`config.mk`:
```
export PLATFORM = sky130hd
export DESIGN_NAME = mem2wb_skid_stage
export DESIGN_NICKNAME = d
export VERILOG_FILES = /design/src/rtl/mem2wb_skid_stage.sv
export SDC_FILE = /design/constraint.sdc
export NUM_CORES = 1
export LEC_CHECK = 0
export ABC_AREA = 1
export CORE_MARGIN = 2
export CORE_UTILIZATION = 50
export DETAILED_ROUTE_END_ITERATION = 12
export GPL_TIMING_DRIVEN = 1
export HOLD_SLACK_MARGIN = 0.05
export PLACE_DENSITY = 0.8
export SLEW_MARGIN = 20
export SYNTH_ARGS = -nofsm -noshare
export SYNTH_HDL_FRONTEND = slang
export SYNTH_SLANG_ARGS = --single-unit
```
`constraint.sdc`:
```
create_clock -name clk -period 1.7 [get_ports clk]
set_clock_uncertainty 0.15 [all_clocks]
set_input_delay 0.34 -clock clk [delete_from_list [all_inputs] [get_ports clk]]
set_output_delay 0.34 -clock clk [all_outputs]
set_load 0.005 [all_outputs]
```
`src/rtl/mem2wb_skid_stage.sv`:
```
// MEM->WB pipeline register with a 2-entry skid buffer, valid/ready handshake and flush.
// in_ready comes from registered state and flush only, so MEM never sees a path from out_ready.
module mem2wb_skid_stage #(
    parameter int          DATA_W   = 32,
    parameter int          ADDR_W   = 5,
    parameter int          MTR_W    = 2,
    parameter logic [31:0] PC_RESET = 32'h80000000
) (
    input  logic              clk,
    input  logic              reset,
    input  logic              flush,
    input  logic              in_valid,
    output logic              in_ready,
    input  logic              in_regwr,
    input  logic [ADDR_W-1:0] in_wraddr,
    input  logic [MTR_W-1:0]  in_memtoreg,
    input  logic [DATA_W-1:0] in_pc,
    input  logic [DATA_W-1:0] in_aluout,
    input  logic [DATA_W-1:0] in_rddata,
    output logic              out_valid,
    input  logic              out_ready,
    output logic              out_regwr,
    output logic [ADDR_W-1:0] out_wraddr,
    output logic [MTR_W-1:0]  out_memtoreg,
    output logic [DATA_W-1:0] out_pc,
    output logic [DATA_W-1:0] out_aluout,
    output logic [DATA_W-1:0] out_rddata,
    output logic [1:0]        occupancy
);

    logic              m_valid_q, m_valid_d;
    logic              m_regwr_q, m_regwr_d;
    logic [ADDR_W-1:0] m_wraddr_q, m_wraddr_d;
    logic [MTR_W-1:0]  m_memtoreg_q, m_memtoreg_d;
    logic [DATA_W-1:0] m_pc_q, m_pc_d;
    logic [DATA_W-1:0] m_aluout_q, m_aluout_d;
    logic [DATA_W-1:0] m_rddata_q, m_rddata_d;

    logic              s_valid_q, s_valid_d;
    logic              s_regwr_q, s_regwr_d;
    logic [ADDR_W-1:0] s_wraddr_q, s_wraddr_d;
    logic [MTR_W-1:0]  s_memtoreg_q, s_memtoreg_d;
    logic [DATA_W-1:0] s_pc_q, s_pc_d;
    logic [DATA_W-1:0] s_aluout_q, s_aluout_d;
    logic [DATA_W-1:0] s_rddata_q, s_rddata_d;

    logic [1:0]        occupancy_q, occupancy_d;
    logic              accept;
    logic              drain;

    assign in_ready = ~s_valid_q & ~flush;
    assign accept   = in_valid & in_ready;
    assign drain    = m_valid_q & out_ready;

    always_comb begin
        m_valid_d    = m_valid_q;
        m_regwr_d    = m_regwr_q;
        m_wraddr_d   = m_wraddr_q;
        m_memtoreg_d = m_memtoreg_q;
        m_pc_d       = m_pc_q;
        m_aluout_d   = m_aluout_q;
        m_rddata_d   = m_rddata_q;
        s_valid_d    = s_valid_q;
        s_regwr_d    = s_regwr_q;
        s_wraddr_d   = s_wraddr_q;
        s_memtoreg_d = s_memtoreg_q;
        s_pc_d       = s_pc_q;
        s_aluout_d   = s_aluout_q;
        s_rddata_d   = s_rddata_q;

        // Empty M always carries zeroed write controls so a bubble can never write the RF.
        if (flush) begin
            m_valid_d    = 1'b0;
            s_valid_d    = 1'b0;
            m_regwr_d    = 1'b0;
            m_wraddr_d   = '0;
            m_memtoreg_d = '0;
        end else if (!m_valid_q || drain) begin
            if (s_valid_q) begin
                m_valid_d    = 1'b1;
                m_regwr_d    = s_regwr_q;
                m_wraddr_d   = s_wraddr_q;
                m_memtoreg_d = s_memtoreg_q;
                m_pc_d       = s_pc_q;
                m_aluout_d   = s_aluout_q;
                m_rddata_d   = s_rddata_q;
                s_valid_d    = 1'b0;
            end else if (accept) begin
                m_valid_d    = 1'b1;
                m_regwr_d    = in_regwr;
                m_wraddr_d   = in_wraddr;
                m_memtoreg_d = in_memtoreg;
                m_pc_d       = in_pc;
                m_aluout_d   = in_aluout;
                m_rddata_d   = in_rddata;
            end else begin
                m_valid_d    = 1'b0;
                m_regwr_d    = 1'b0;
                m_wraddr_d   = '0;
                m_memtoreg_d = '0;
            end
        end else if (accept) begin
            s_valid_d    = 1'b1;
            s_regwr_d    = in_regwr;
            s_wraddr_d   = in_wraddr;
            s_memtoreg_d = in_memtoreg;
            s_pc_d       = in_pc;
            s_aluout_d   = in_aluout;
            s_rddata_d   = in_rddata;
        end

        occupancy_d = {1'b0, m_valid_d} + {1'b0, s_valid_d};
    end

    always_ff @(posedge clk or negedge reset) begin
        if (!reset) begin
            m_valid_q    <= 1'b0;
            m_regwr_q    <= 1'b0;
            m_wraddr_q   <= '0;
            m_memtoreg_q <= '0;
            m_pc_q       <= DATA_W'(PC_RESET);
            m_aluout_q   <= '0;
            m_rddata_q   <= '0;
            s_valid_q    <= 1'b0;
            s_regwr_q    <= 1'b0;
            s_wraddr_q   <= '0;
            s_memtoreg_q <= '0;
            s_pc_q       <= '0;
            s_aluout_q   <= '0;
            s_rddata_q   <= '0;
            occupancy_q  <= 2'd0;
        end else begin
            m_valid_q    <= m_valid_d;
            m_regwr_q    <= m_regwr_d;
            m_wraddr_q   <= m_wraddr_d;
            m_memtoreg_q <= m_memtoreg_d;
            m_pc_q       <= m_pc_d;
            m_aluout_q   <= m_aluout_d;
            m_rddata_q   <= m_rddata_d;
            s_valid_q    <= s_valid_d;
            s_regwr_q    <= s_regwr_d;
            s_wraddr_q   <= s_wraddr_d;
            s_memtoreg_q <= s_memtoreg_d;
            s_pc_q       <= s_pc_d;
            s_aluout_q   <= s_aluout_d;
            s_rddata_q   <= s_rddata_d;
            occupancy_q  <= occupancy_d;
        end
    end

    assign out_valid    = m_valid_q;
    assign out_regwr    = m_regwr_q;
    assign out_wraddr   = m_wraddr_q;
    assign out_memtoreg = m_memtoreg_q;
    assign out_pc       = m_pc_q;
    assign out_aluout   = m_aluout_q;
    assign out_rddata   = m_rddata_q;
    assign occupancy    = occupancy_q;

endmodule

```
==> reports/metrics.yaml <==
cells_and_area:
  drive_gt1_frac: 0.0772
  seqCellArea_sq_um: 5310
  nFillCells: 1401
  multi_input_area_sq_um: 3650
  area_delta_synth_final_pct: 38.6
  fin_nets: 1585
  final_core_util: 0.711
  stdcell_area_sq_um: 12900
  antenna_cells: 0
placement:
  io_buffers: 216
  place_ws_ns: -0.366
  dp_hpwl_um: 16100
  gp_routability_congestion: 0.806
  place_area_sq_um: 11900
run:
  max_cap_violations: 0
run_status:
  violations: "negative setup slack"
  status: "finished, violations left"
timing:
  tightest_slew_ns: 0.419
  max_freq_ghz: 0.563
  maxSlewHeadroom: 0.721
  finalSetupViolCount: 5
  hold_ws_ns: 0.161
  setup_ws_ns: -0.0757
  rsz0062_at_grt: "yes"
  maxSlewViolCount: 0
  finalCritPeriodShare: 1.04
  finalHoldViolCount: 0
  min_period_ns: 1.78
worst_setup_path:
  cp_slowest_stage_delay_ns: 0.49
  path_cells: "nor2_4 > buf_2"
  arrival_ns: 1.29
  start_kind: "flop"
  rrSetupSlack_ns: -0.02
  worstPathMaxFanout: 4
  cp.required_ns: 1.21
  cp_slowest_cell: "dfrtp_4"
  cp-end-kind: "primary output"
  worstSetupPathType: "reg2out"
floorplanning:
  die_x_um: 140
  io_pins: 217
  core-area_sq_um: 18100
  rows: 49
  die_area_sq_um: 19700
  start_util: 0.513
  die_y_um: 140
route:
  via_per_inst: 5.03
  drc: 0
  drtPass1Iterations: 6
  routed-via-count: 8642
  wl_per_cell_um: 15.2
  antenna_left: 0
  routed_wl_um: 26100
  drt-initial-drc-count: 709
yosys:
  synth_edf_count: 0
  synth_cell_type_count: 20
  synth_nets: 1342
  yosysWarningCount: 0
  synth-seq-cells: 212
  syn-cell-area_sq_um: 9280
  ys_top_cells_by_count: "nand2_1 (930), dfrtp_1 (211), buf_2 (39)"
  yosysSeqAreaShare: 0.572
  synth_most_common_cell: "nand2_1"
  syn_avg_cell_area_sq_um: 7.53
  yosysTopAreaCell: "dfrtp_1"
  synthFlopType: "dfrtp_1"
  synthArstFlopShare: 1.00
  syn_inst: 1232
  synth.top_cell.area_share: 0.569
  synthTopCellsByArea: "dfrtp_1 (57%), nand2_1 (38%), buf_2 (2.1%)"
power_and_ir_drop:
  power_mw: 13.9
  powerDensity_nw_per_um2: 1080
  power_leakage_nw: 7.27
  irDropWorstVdd_mv: 0.739
clock_tree:
  cts_tree: "built"
  cts_root_buffer: "clkbuf_16"
  cts_sinks: 212
  cts_buffer_depth: 3
  h-tree-depth: 1
  clk_latency_ns: 0.50
  path_clk_slew_ns: 0.06
  cts_buffers: 23
global_route:
  grt_first_pass_wirelength_um: 42400
  grt_max_degree: 57
  grt_pass1_vias: 8599
  overflow: 0
  grt_usage: 0.264
  antenna_found_initial: 0
min_path:
  hold_path.class: "in2async"
==> cells in the final DEF, fill, tap and decap left out <==
cell	synthesis	final
a21oi_1	1	1
buf_12	0	17
buf_16	0	2
buf_2	39	2
buf_4	9	40
buf_6	1	3
buf_8	0	4
bufinv_16	0	1
clkbuf_1	15	5
clkbuf_16	0	24
clkbuf_8	0	9
clkdlybuf4s15_1	0	3
clkdlybuf4s50_1	0	107
clkinv_2	0	1
dfrtp_1	211	210
dfrtp_4	0	1
dfstp_2	1	1
dlygate4sd2_1	0	103
dlygate4sd3_1	0	1
ha_1	1	1
inv_1	3	3
inv_2	1	2
inv_6	0	1
nand2_1	930	930
nand2_2	1	1
nand3_1	8	8
nand3_4	0	1
nand4_4	1	1
nor2_1	1	1
nor2_4	0	4
nor3_1	1	1
==> stage by stage <==
| stage | setup TNS [ns] | instances |
|---|---|---|
| after floorplan | 0 | 1232 |
| after global placement | -51.32 | 1650 |
| after detailed placement | -55.75 | 1650 |
| after CTS | -2.32 | 1714 |
| after global routing | -4.46 | 1718 |
| final | -0.116 | 1718 |
==> kinds of logic (layout without fill, tap and decap cells) <==
family,count (synthesis),after routing,synth area share
simple gates,947,947,0.388
compound gates,1,1,0.000539
buf+inv,71,328,0.0384
flops,212,212,0.572
fa+ha+maj,1,1,0.00135
==> path summary, 6_finish.rpt <==
path                                            from                    endpoint  depth (start not counted)
min in group clk                        in_rddata[1]   s_rddata_q[1]$_DFFE_PN0P_                          3
setup / recovery                 s_valid_q$_DFF_PN0_                    in_ready                          2
hold / removal                                 reset  out_aluout[17]$_DFFE_PN0P_                          2
setup reg to reg                 s_valid_q$_DFF_PN0_  out_aluout[11]$_DFFE_PN0P_                          8
hold reg to reg            s_rddata_q[4]$_DFFE_PN0P_   s_rddata_q[4]$_DFFE_PN0P_                          2
max in group asynchronous                      reset   out_rddata[6]$_DFFE_PN0P_                          3
==> state kept, by name, summed over array words and instances, names as in the netlist <==
register	flops
out_valid	1
occupancy	2
s_regwr_q	1
s_rddata_q	32
s_pc_q	32
s_wraddr_q	5
out_rddata	32
out_memtoreg	2
s_valid_q	1
out_aluout	32
out_regwr	1
s_memtoreg_q	2
out_pc	32
out_wraddr	5
s_aluout_q	32
==> critical path, delay by kind of cell, from the launching register on <==
kind	cells	cell delay, ns
buf+inv	1	0.14
flops	1	0.49
simple gates	1	0.15
==> metal layers <==
layer,part of all wire,vias up,GRT usage
met4,0.020,0,0.0659
li1,-,4176,-
met2,0.47,356,0.432
met5,0,-,0
met1,0.42,4065,0.358
met3,0.093,45,0.0629
==> where the power goes <==
part	leakage, nW	switching [mW]	internal, mW
Combinational	4.23	1.20	1.21
Sequential	2.67	0.536	5.98
Clock	0.369	1.97	2.97
Total	7.27	3.70	10.2
==> final cells by class <==
| cell class | instances | area share |
|---|---|---|
| flip-flops and latches | 212 | 0.413 |
| repair buffers | 284 | 0.222 |
| clock inverters | 3 | 0.00340 |
| multi-input cells | 949 | 0.284 |
| clock buffers | 36 | 0.0548 |
| inverters | 5 | 0.00146 |
| well taps | 229 | 0.0223 |
==> what timing repair did <==
| action | 4_1_cts | 5_1_grt |
|---|---|---|
| endpoints found under the hold margin | 211 | 0 |
| gates cloned | 1 | 1 |
| pin swaps | 3 | 3 |
| endpoints found under the setup margin | 254 | 133 |
| gates resized for setup | 122 | 13 |
| setup buffers | 23 | 3 |
| hold buffers | 1 | 0 |
No activity file was read; power rests on OpenSTA's default activity.
